## config.mk

```make
export PLATFORM = sky130hd
export DESIGN_NAME = hazard_scoreboard_unit
export DESIGN_NICKNAME = d
export VERILOG_FILES = /design/src/rtl/hazard_scoreboard_unit.sv
export SDC_FILE = /design/constraint.sdc
export NUM_CORES = 1
export LEC_CHECK = 0
export CORE_MARGIN = 2
export CORE_UTILIZATION = 42
export CTS_BUF_LIST = sky130_fd_sc_hd__clkbuf_16
export CTS_CLUSTER_SIZE = 24
export DETAILED_ROUTE_END_ITERATION = 8
export PLACE_DENSITY = 0.74
export SLEW_MARGIN = 20
export SYNTH_ARGS = -nofsm -noshare
export SYNTH_HDL_FRONTEND = slang
export SYNTH_SLANG_ARGS = --single-unit
```

## constraint.sdc

```tcl
create_clock -name clk -period 2 [get_ports clk]
set_input_delay 0.3 -clock clk [delete_from_list [all_inputs] [get_ports clk]]
set_output_delay 0.3 -clock clk [all_outputs]
set_load 0.05 [all_outputs]
```

## src/rtl/hazard_scoreboard_unit.sv

```systemverilog
// -----------------------------------------------------------------------------
// hazard_scoreboard_unit
//
// Purpose:
//   Load-use hazard detection for a classic 5-stage in-order pipeline, built
//   around a small scoreboard. Three shadow slots (EX, MEM, WB) mirror the
//   producer side of the ID/EX, EX/MEM and MEM/WB pipeline registers. From
//   them the block derives:
//     * a one-cycle load-use stall when the instruction in ID reads the
//       destination of a load currently in EX
//     * a per-register "write in flight" vector (Pending)
//     * a saturating count of stall cycles since reset
//
// Ports:
//   clk           in   single clock, rising edge
//   reset         in   asynchronous, active-high
//   IF_ID_RS      in   [4:0] rs of the ID instruction
//   IF_ID_RT      in   [4:0] rt of the ID instruction
//   ID_Uses_RT    in   ID instruction reads rt as a source
//   ID_Valid      in   ID holds a real (non-bubble) instruction
//   ID_Reg_Write  in   ID instruction writes a register
//   ID_Mem_Read   in   ID instruction is a load
//   ID_RD         in   [4:0] destination register of the ID instruction
//   Flush         in   squash the ID instruction this cycle
//   Stall         out  load-use hazard this cycle (combinational)
//   PC_Write      out  PC update enable (~Stall)
//   IF_ID_Write   out  IF/ID update enable (~Stall)
//   ID_EX_Bubble  out  zero the control fields entering ID/EX (Stall|Flush)
//   Pending       out  [31:0] bit n set while register n has a write in flight
//   Stall_Count   out  [STALL_CNT_W-1:0] saturating stall-cycle counter
//
// Handshake: there is no valid/ready pair. ID_Valid qualifies the ID-stage
// inputs every cycle; Stall is the back-pressure, and while it is high the
// upstream stages must hold IF/ID and the PC so the same consumer is
// presented again on the following cycle.
// -----------------------------------------------------------------------------
module hazard_scoreboard_unit #(
  parameter int STALL_CNT_W = 16
) (
  input  logic                   clk,
  input  logic                   reset,
  input  logic [4:0]             IF_ID_RS,
  input  logic [4:0]             IF_ID_RT,
  input  logic                   ID_Uses_RT,
  input  logic                   ID_Valid,
  input  logic                   ID_Reg_Write,
  input  logic                   ID_Mem_Read,
  input  logic [4:0]             ID_RD,
  input  logic                   Flush,
  output logic                   Stall,
  output logic                   PC_Write,
  output logic                   IF_ID_Write,
  output logic                   ID_EX_Bubble,
  output logic [31:0]            Pending,
  output logic [STALL_CNT_W-1:0] Stall_Count
);

  // ---------------------------------------------------------------------------
  // Shadow slots. Only the EX slot's load flag can ever cause a stall (older
  // loads are covered by forwarding), so the MEM and WB slots carry just
  // valid and rd; the load flag is dropped as the entry leaves EX.
  // ---------------------------------------------------------------------------
  logic             ex_vld_q,  ex_vld_d;
  logic [4:0]       ex_rd_q,   ex_rd_d;
  logic             ex_ld_q,   ex_ld_d;
  logic             mem_vld_q;
  logic [4:0]       mem_rd_q;
  logic             wb_vld_q;
  logic [4:0]       wb_rd_q;

  logic [STALL_CNT_W-1:0] cnt_q, cnt_d;

  logic             rs_match;
  logic             rt_match;
  logic             hazard;

  // ---------------------------------------------------------------------------
  // Hazard detection
  // ---------------------------------------------------------------------------
  assign rs_match = (ex_rd_q == IF_ID_RS);
  assign rt_match = ID_Uses_RT & (ex_rd_q == IF_ID_RT);

  // Flush dominates: a squashed consumer never stalls. A valid EX entry never
  // has rd=0, so matches on register 0 fall out naturally.
  assign hazard = ID_Valid & ~Flush & ex_vld_q & ex_ld_q & (rs_match | rt_match);

  // Slots are already cleared asynchronously during reset; the extra gate
  // keeps Stall low for the whole reset window independent of slot timing.
  assign Stall        = hazard & ~reset;
  assign PC_Write     = ~Stall;
  assign IF_ID_Write  = ~Stall;
  assign ID_EX_Bubble = Stall | Flush;

  // ---------------------------------------------------------------------------
  // EX slot next state: a stalled or flushed ID instruction enters ID/EX as a
  // bubble, so its shadow entry is invalid.
  // ---------------------------------------------------------------------------
  always_comb begin
    ex_vld_d = 1'b0;
    ex_rd_d  = 5'd0;
    ex_ld_d  = 1'b0;
    if (!(Stall || Flush)) begin
      ex_vld_d = ID_Valid & ID_Reg_Write & (ID_RD != 5'd0);
      ex_rd_d  = ID_RD;
      ex_ld_d  = ID_Mem_Read;
    end
  end

  // ---------------------------------------------------------------------------
  // Stall counter, saturating at all-ones.
  // ---------------------------------------------------------------------------
  always_comb begin
    cnt_d = cnt_q;
    if (Stall && (cnt_q != {STALL_CNT_W{1'b1}})) begin
      cnt_d = cnt_q + STALL_CNT_W'(1);
    end
  end

  assign Stall_Count = cnt_q;

  // ---------------------------------------------------------------------------
  // State
  // ---------------------------------------------------------------------------
  always_ff @(posedge clk or posedge reset) begin
    if (reset) begin
      ex_vld_q  <= 1'b0;
      ex_rd_q   <= 5'd0;
      ex_ld_q   <= 1'b0;
      mem_vld_q <= 1'b0;
      mem_rd_q  <= 5'd0;
      wb_vld_q  <= 1'b0;
      wb_rd_q   <= 5'd0;
      cnt_q     <= '0;
    end else begin
      wb_vld_q  <= mem_vld_q;
      wb_rd_q   <= mem_rd_q;
      mem_vld_q <= ex_vld_q;
      mem_rd_q  <= ex_rd_q;
      ex_vld_q  <= ex_vld_d;
      ex_rd_q   <= ex_rd_d;
      ex_ld_q   <= ex_ld_d;
      cnt_q     <= cnt_d;
    end
  end

  // ---------------------------------------------------------------------------
  // Pending: OR of one-hot decodes of every valid slot. Back-to-back writers
  // of the same rd sit in different slots, so the bit stays up until the last
  // of them retires. Bit 0 is masked for safety even though rd=0 is never
  // marked valid.
  // ---------------------------------------------------------------------------
  function automatic logic [31:0] slot_onehot(input logic vld, input logic [4:0] rd);
    logic [31:0] r;
    r = 32'd0;
    if (vld) r[rd] = 1'b1;
    return r;
  endfunction

  assign Pending = (slot_onehot(ex_vld_q,  ex_rd_q)  |
                    slot_onehot(mem_vld_q, mem_rd_q) |
                    slot_onehot(wb_vld_q,  wb_rd_q)) & ~32'h1;

endmodule
```

==> out/results.ini <==
[finish]
utilization = 0.717
synthToLayoutAreaGrowth_pct = 67.6
drive_above_1_share = 0.327
fin_nets = 386
instances_no_fill = 436
num_antenna_cells = 0

[logic_synthesis]
synth-main-ff-cell = dfrtp_1
yosysSeqAreaShare = 0.376
async_flop_share = 1.00
netlist.area_leader.share = 0.376
synth_edf_count = 0
synth_area_mm2 = 0.00233
syn-instance-count = 268
yosysTopAreaCell = dfrtp_1
yosysMostFrequentCell = nand2_1
synthTopCellsByCount = nand2_1, dfrtp_1, a22oi_1, xor2_1
synth.area.top_cells = dfrtp_1, nand2_1, a22oi_1, xor2_1, nor3b_1
yosysWarnings = 0
synth.avg_cell_area_um2 = 8.68
synth.net_count = 291
synth.distinct_cells = 37
ys_ff_latch = 35

[timing]
period_share = 1.03
worst_slack_ns = -0.0549
finClkSkew_ns = 0.00283
fmax_ghz = 0.487
setup_viol_count_final = 4
rsz0062_at_grt = true
whs_ns = 0.444
finalHoldViolations = 0
slew_viol_final = 0
min_period_ns = 2.05

[power_and_ir_drop]
ir_worst_vdd_v = 0.000593
p_clk_frac = 0.459
combPwrFrac = 0.132
power.leakage_nw = 1.78
p_sw_mw = 0.432
intPower_mw = 1.43
pwr-share-seq = 0.409
power_density_mw_per_mm2 = 477
switching_share = 0.233

[clocking]
cts_tree = done
clk_latency_ns = 0.28
cts_sinks = 35
tritoncts.num_buffers = 5
ctsLongestPathBuffers = 2
cts_root_buffer = clkbuf_16
ctsHoldBuffers = 0
htreeDepth = 2
clk_pin_slew_ns = 0.05

[place]
place_ws_ns = -0.282
place_congestion = 0.867
io_buffer_count = 72
hpwl_um = 4930
dp_cells = 425

[run_status]
outcome = finished, violations left
violations = setup timing

[grt]
grt_pass1_wl_um = 11200
grt_overflow = 0
grt_max_degree = 36
grt_pass1_vias = 2402
antenna_found_initial = 0
track_usage = 0.227

[detailed_routing]
first_iter_violations = 257
viasPerCell = 5.50
routed-via-count = 2400
wl_um = 6720
route.detailed.drc = 0
drtPass1Iterations = 7
postRouteAntennaNets = 0
wire_per_inst_um = 15.4

[critical_path]
setup.worst_path.start_class = register
critical_path_arrival_ns = 1.75
crit_fanout = 3
cp-end-kind = primary output
cp.required_ns = 1.70
crit_type = reg2out

[floorplan]
die_x_um = 78.4
dieHeight_um = 78.4
dieArea_mm2 = 0.00615
initial_core_util = 0.428
rows = 27
io_pins = 74
core_area_mm2 = 0.00544

[job]
max_cap_viol_count = 0

[worst_hold_path]
holdCritPathClass = reg2reg

registers in the layout, indices dropped and copies added (netlist names):
name,cells
mem_rd_q,5
ex_rd_q,5
Stall_Count,16
ex_vld_q,1
wb_vld_q,1
mem_vld_q,1
wb_rd_q,5
ex_ld_q,1
per-layer routing:
layer,global-route usage,wire length [µm],up-vias
met5,0,0,-
met4,0.105,187,0
met3,0.0517,425,22
met2,0.374,3370,125
met1,0.283,2740,1117
li1,-,-,1136
layout by cell type (no fill, tap or decap), types with 5 or more instances in the layout:
cell type,count
nor3b_2,9
nand4_1,6
clkbuf_16,5
nor2_1,13
dfrtp_2,14
buf_4,28
dfrtp_1,21
a22oi_1,29
and2_1,7
nor4_1,5
buf_12,32
xor2_2,5
nor3_1,7
clkdlybuf4s50_1,34
nand2_1,72
xor2_1,16
final timing paths:
kind	startpoint	end	slack [ns]	cells after the start
max in group asynchronous	reset	mem_rd_q[3]$_DFF_PP0_	1.05	4
min	mem_vld_q$_DFF_PP0_	wb_vld_q$_DFF_PP0_	0.44	0
min reg2reg	mem_vld_q$_DFF_PP0_	wb_vld_q$_DFF_PP0_	0.44	0
min in group asynchronous	reset	ex_ld_q$_DFF_PP0_	0.62	4
max	ex_rd_q[3]$_DFF_PP0_	Stall	-0.05	6
max reg2reg	ex_rd_q[3]$_DFF_PP0_	Stall_Count[15]$_DFFE_PP0P_	0.03	5
critical path, cell delays in order (launching register included):
cell	delay, ns
dfrtp_2	0.45
xor2_2	0.17
nor4_4	0.31
a22o_1	0.23
nand2_2	0.10
clkinvlp_4	0.09
buf_12	0.13
power groups by stage:
| stage | registers (mW) | clock network [mW] | logic, mW |
|---|---|---|---|
| 2_1_floorplan | 0.760 | 0 | 0.121 |
| 3_3_place_gp | 0.766 | 0 | 0.224 |
| 3_5_place_dp | 0.768 | 0 | 0.230 |
| 4_1_cts | 0.756 | 0.865 | 0.237 |
| 5_1_grt | 0.764 | 0.898 | 0.265 |
| 6_report | 0.761 | 0.854 | 0.245 |
metrics by stage:
| stage | total power, mW | instance area (µm²) | TNS, ns |
|---|---|---|---|
| after floorplan | 0.881 | 2350 | -0.0117 |
| after global placement | 0.990 | 3590 | -2.16 |
| after detailed placement | 0.998 | 3590 | -2.96 |
| after CTS | 1.86 | 3790 | -0.219 |
| after global routing | 1.93 | 3900 | -1.34 |
| final | 1.86 | 3900 | -0.155 |
logic make-up (layout without fill, tap and decap cells):
kind of cell / count (synthesis) / count (layout) / share of synthesized area
DFF: 35 / 35 / 0.376
buffers and inverters: 17 / 113 / 0.0387
muxes: 3 / 3 / 0.0145
xor gates and xnor gates: 23 / 23 / 0.0866
AOI/OAI and AO/OA: 35 / 35 / 0.120
adders and majority gates: 1 / 1 / 0.00538
other: 1 / 1 / 0.00161
and+or+nand+nor: 153 / 153 / 0.357
final cells by class:
class                   instances  area, µm²
clock buffers                   5        125
clock inverters                 3       38.8
fillers                       378       1540
inverters                       6       26.3
multi-input cells             216       1480
flip-flops and latches         35        893
well taps                      72       90.1
repair buffers                 99       1250
what timing repair did:
| item | 4_1_cts | 5_1_grt |
|---|---|---|
| buffers inserted | 3 | 1 |
| cloned | 0 | 0 |
| endpoints found under the setup margin | 9 | 35 |
| pin swaps | 5 | 8 |
| gates resized for setup | 9 | 25 |
| endpoints found under the hold margin | 0 | 0 |
Note: power is estimated with default switching activity, not from simulation.
==> RTL edit: new RTL, same flow settings <==
Make the reset (`reset`) synchronous in one clocked block. Comments in the files are not updated.
--- a/src/rtl/hazard_scoreboard_unit.sv
+++ b/src/rtl/hazard_scoreboard_unit.sv
@@ -121,7 +121,7 @@
   // ---------------------------------------------------------------------------
   // State
   // ---------------------------------------------------------------------------
-  always_ff @(posedge clk or posedge reset) begin
+  always_ff @(posedge clk) begin
     if (reset) begin
       ex_vld_q  <= 1'b0;
       ex_rd_q   <= 5'd0;
Behaviour: differs if reset is asserted again (counterexample within 4 cycles, from zero or initial values and one cycle with reset high); with reset held inactive, the same outputs for 10 cycles.
==> RTL edit against the original RTL <==
  * Area after synthesis increased by 0.91%
  * Global-route usage up 2.0 points
  * Final cell count up 10%
  * Synthesized cell count is 19% higher
  * Clock power is 6.6% higher
  * Total power fell by 2.7%
  * The flow still finishes with violations (negative setup slack)
  * Register-to-register slack worse by 0.17 ns
  * Final area is 4.4% higher
  * Sequential cell count did not move
  * Count of clock-buffer cells in the layout unchanged
  * Worst setup slack got worse by 0.085 ns
  * Die area grew 0.86%
  * Hold slack better by 0.059 ns
  * Wire length grew 29%
==> RTL edit: results (changes against the original RTL) <==
| Metric | Value |
|---|---|
| Dpl ws | `-0.427 ns (-0.145 ns)` |
| Syn nets | `341 (+17%)` |
| DRT iter0 DRCs | `182 (-29%)` |
| Leakage power | `0.00167 uW (-6.4%)` |
| Critical-path top delay cell | `or4b_4` |
| Hold crit path type | `reg2reg` |
| Met1 Use GR | `0.289 (+0.00603)` |
| Sequential share of the synthesized area | `0.298 (-0.0780)` |
| Met2 usage | `0.447 (+0.0729)` |
| Pin count of the biggest net entering global routing | `31 (-14%)` |
| Root Buffer | `clkbuf_16` |
| Placed wire-length estimate | `5.33 mm (+8.2%)` |
| Comb power | `177 uW (-28%)` |
| Max IR drop VDD | `0.529 mV (-11%)` |
| Total Routed Length | `8.65 mm (+29%)` |
| Layout cell share with drive strength beyond 1 | `0.319 (-0.00830)` |
| Yosys cell types | `46 (+24%)` |
| Asr flop ratio synth | `0 (-1.00)` |
| Failing checks | `negative setup slack` |
| Post_cts resized | `30 (+21)` |
| Vias in the first global route | `2,628 (+9.4%)` |
| First-pass GRT wire length | `12.3 mm (+10%)` |
| Vias post-DR | `2,880 (+20%)` |
| CP top delay family | `simple AND/OR/NAND/NOR gates` |
| Synth cell count leaders | `nand2_1, dfxtp_1, a22oi_1, nor2_1, nor2b_1` |
| Post-CTS Setup Inserts | `1 (-2)` |
| CP max stage delay | `0.54 ns (+0.09 ns)` |
| Met3 usage | `0.0420 (-0.00968)` |
| Nets | `430 (+11%)` |
| Share of total power in sequential cells | `0.399 (-0.010)` |
| Outcome | `complete, but fails checks` |
| Final setup viols | `10 (+6)` |
| # diodes | `0 (unchanged)` |
| Dominant synthesized flop cell | `dfxtp_1` |
| Pint | `1390 uW (-2.9%)` |
| Routability congestion estimate | `0.860 (-0.83%)` |
| 1st-pass router iterations | `5 (-2)` |
| Total track usage | `0.247 (+0.0197)` |
| Placed Area | `0.00356 sq mm (-0.59%)` |
| Worst Skew | `0.00502 ns (+0.00219 ns)` |
| Worst EP arrival | `2.31 ns (+0.56 ns)` |
| Largest register FFs | `16 (unchanged)` |
| Largest cells by area after synthesis | `dfxtp_1, nand2_1, a22oi_1, nor3b_1, nor2b_1` |
| Antenna violations before repair | `0 (unchanged)` |
| Final WS setup | `-0.140 ns (-0.0854 ns)` |
==> RTL edit: worst min-delay path: stages (launching register included) <==
cell,delay (ns)
dfxtp_2,0.35
nand2_1,0.06
o21bai_1,0.05
==> RTL edit: cell families (layout without fill, tap and decap cells) <==
group           Yosys count  in the layout  synth area share
simple gates            183            183             0.411
compound gates           58             58             0.177
flops                    35             35             0.298
buf+inv                  26            116            0.0506
xor+xnor                 10             10            0.0373
mux                       4              4            0.0186
fa+ha+maj                 1              1           0.00533
other cells               1              1           0.00160
==> RTL edit: layer usage <==
layer  routed length, microns  share of wire  up-vias
li1                         -              -     1316
met1                     3250           0.38     1351
met3                      615          0.071       31
met5                        0              0        -
met2                     4510           0.52      182
met4                      275          0.032        0
==> RTL edit: final cells by class <==
| class | instances | area, sq um |
|---|---|---|
| repair buffers | 103 | 1290 |
| inverters | 5 | 18.8 |
| multi-input cells | 257 | 1780 |
| clock inverters | 3 | 47.5 |
| well taps | 72 | 90.1 |
| flip-flops and latches | 35 | 713 |
| clock buffers | 5 | 125 |
| fillers | 367 | 1370 |
==> RTL edit: through the flow <==
stage | std cells | power, uW | TNS, ns
6_report | 480 | 1810 | -0.562
5_1_grt | 480 | 1850 | -2.09
4_1_cts | 476 | 1790 | -0.206
3_5_place_dp | 466 | 886 | -7.71
3_3_place_gp | 466 | 881 | -5.87
2_1_floorplan | 318 | 809 | -0.163
==> RTL edit: path summary, 6_finish.rpt <==
| kind | slack (ns) | cells past startpoint | startpoint | to |
|---|---|---|---|---|
| worst min-delay path | 0.50 | 2 | Stall_Count[0] | Stall_Count[0] |
| worst max register to register | -0.14 | 6 | ex_rd_q[3] | Stall_Count[5] |
| worst max-delay path | -0.14 | 6 | ex_rd_q[3] | Stall_Count[5] |
| worst min register to register | 0.50 | 2 | Stall_Count[0] | Stall_Count[0] |
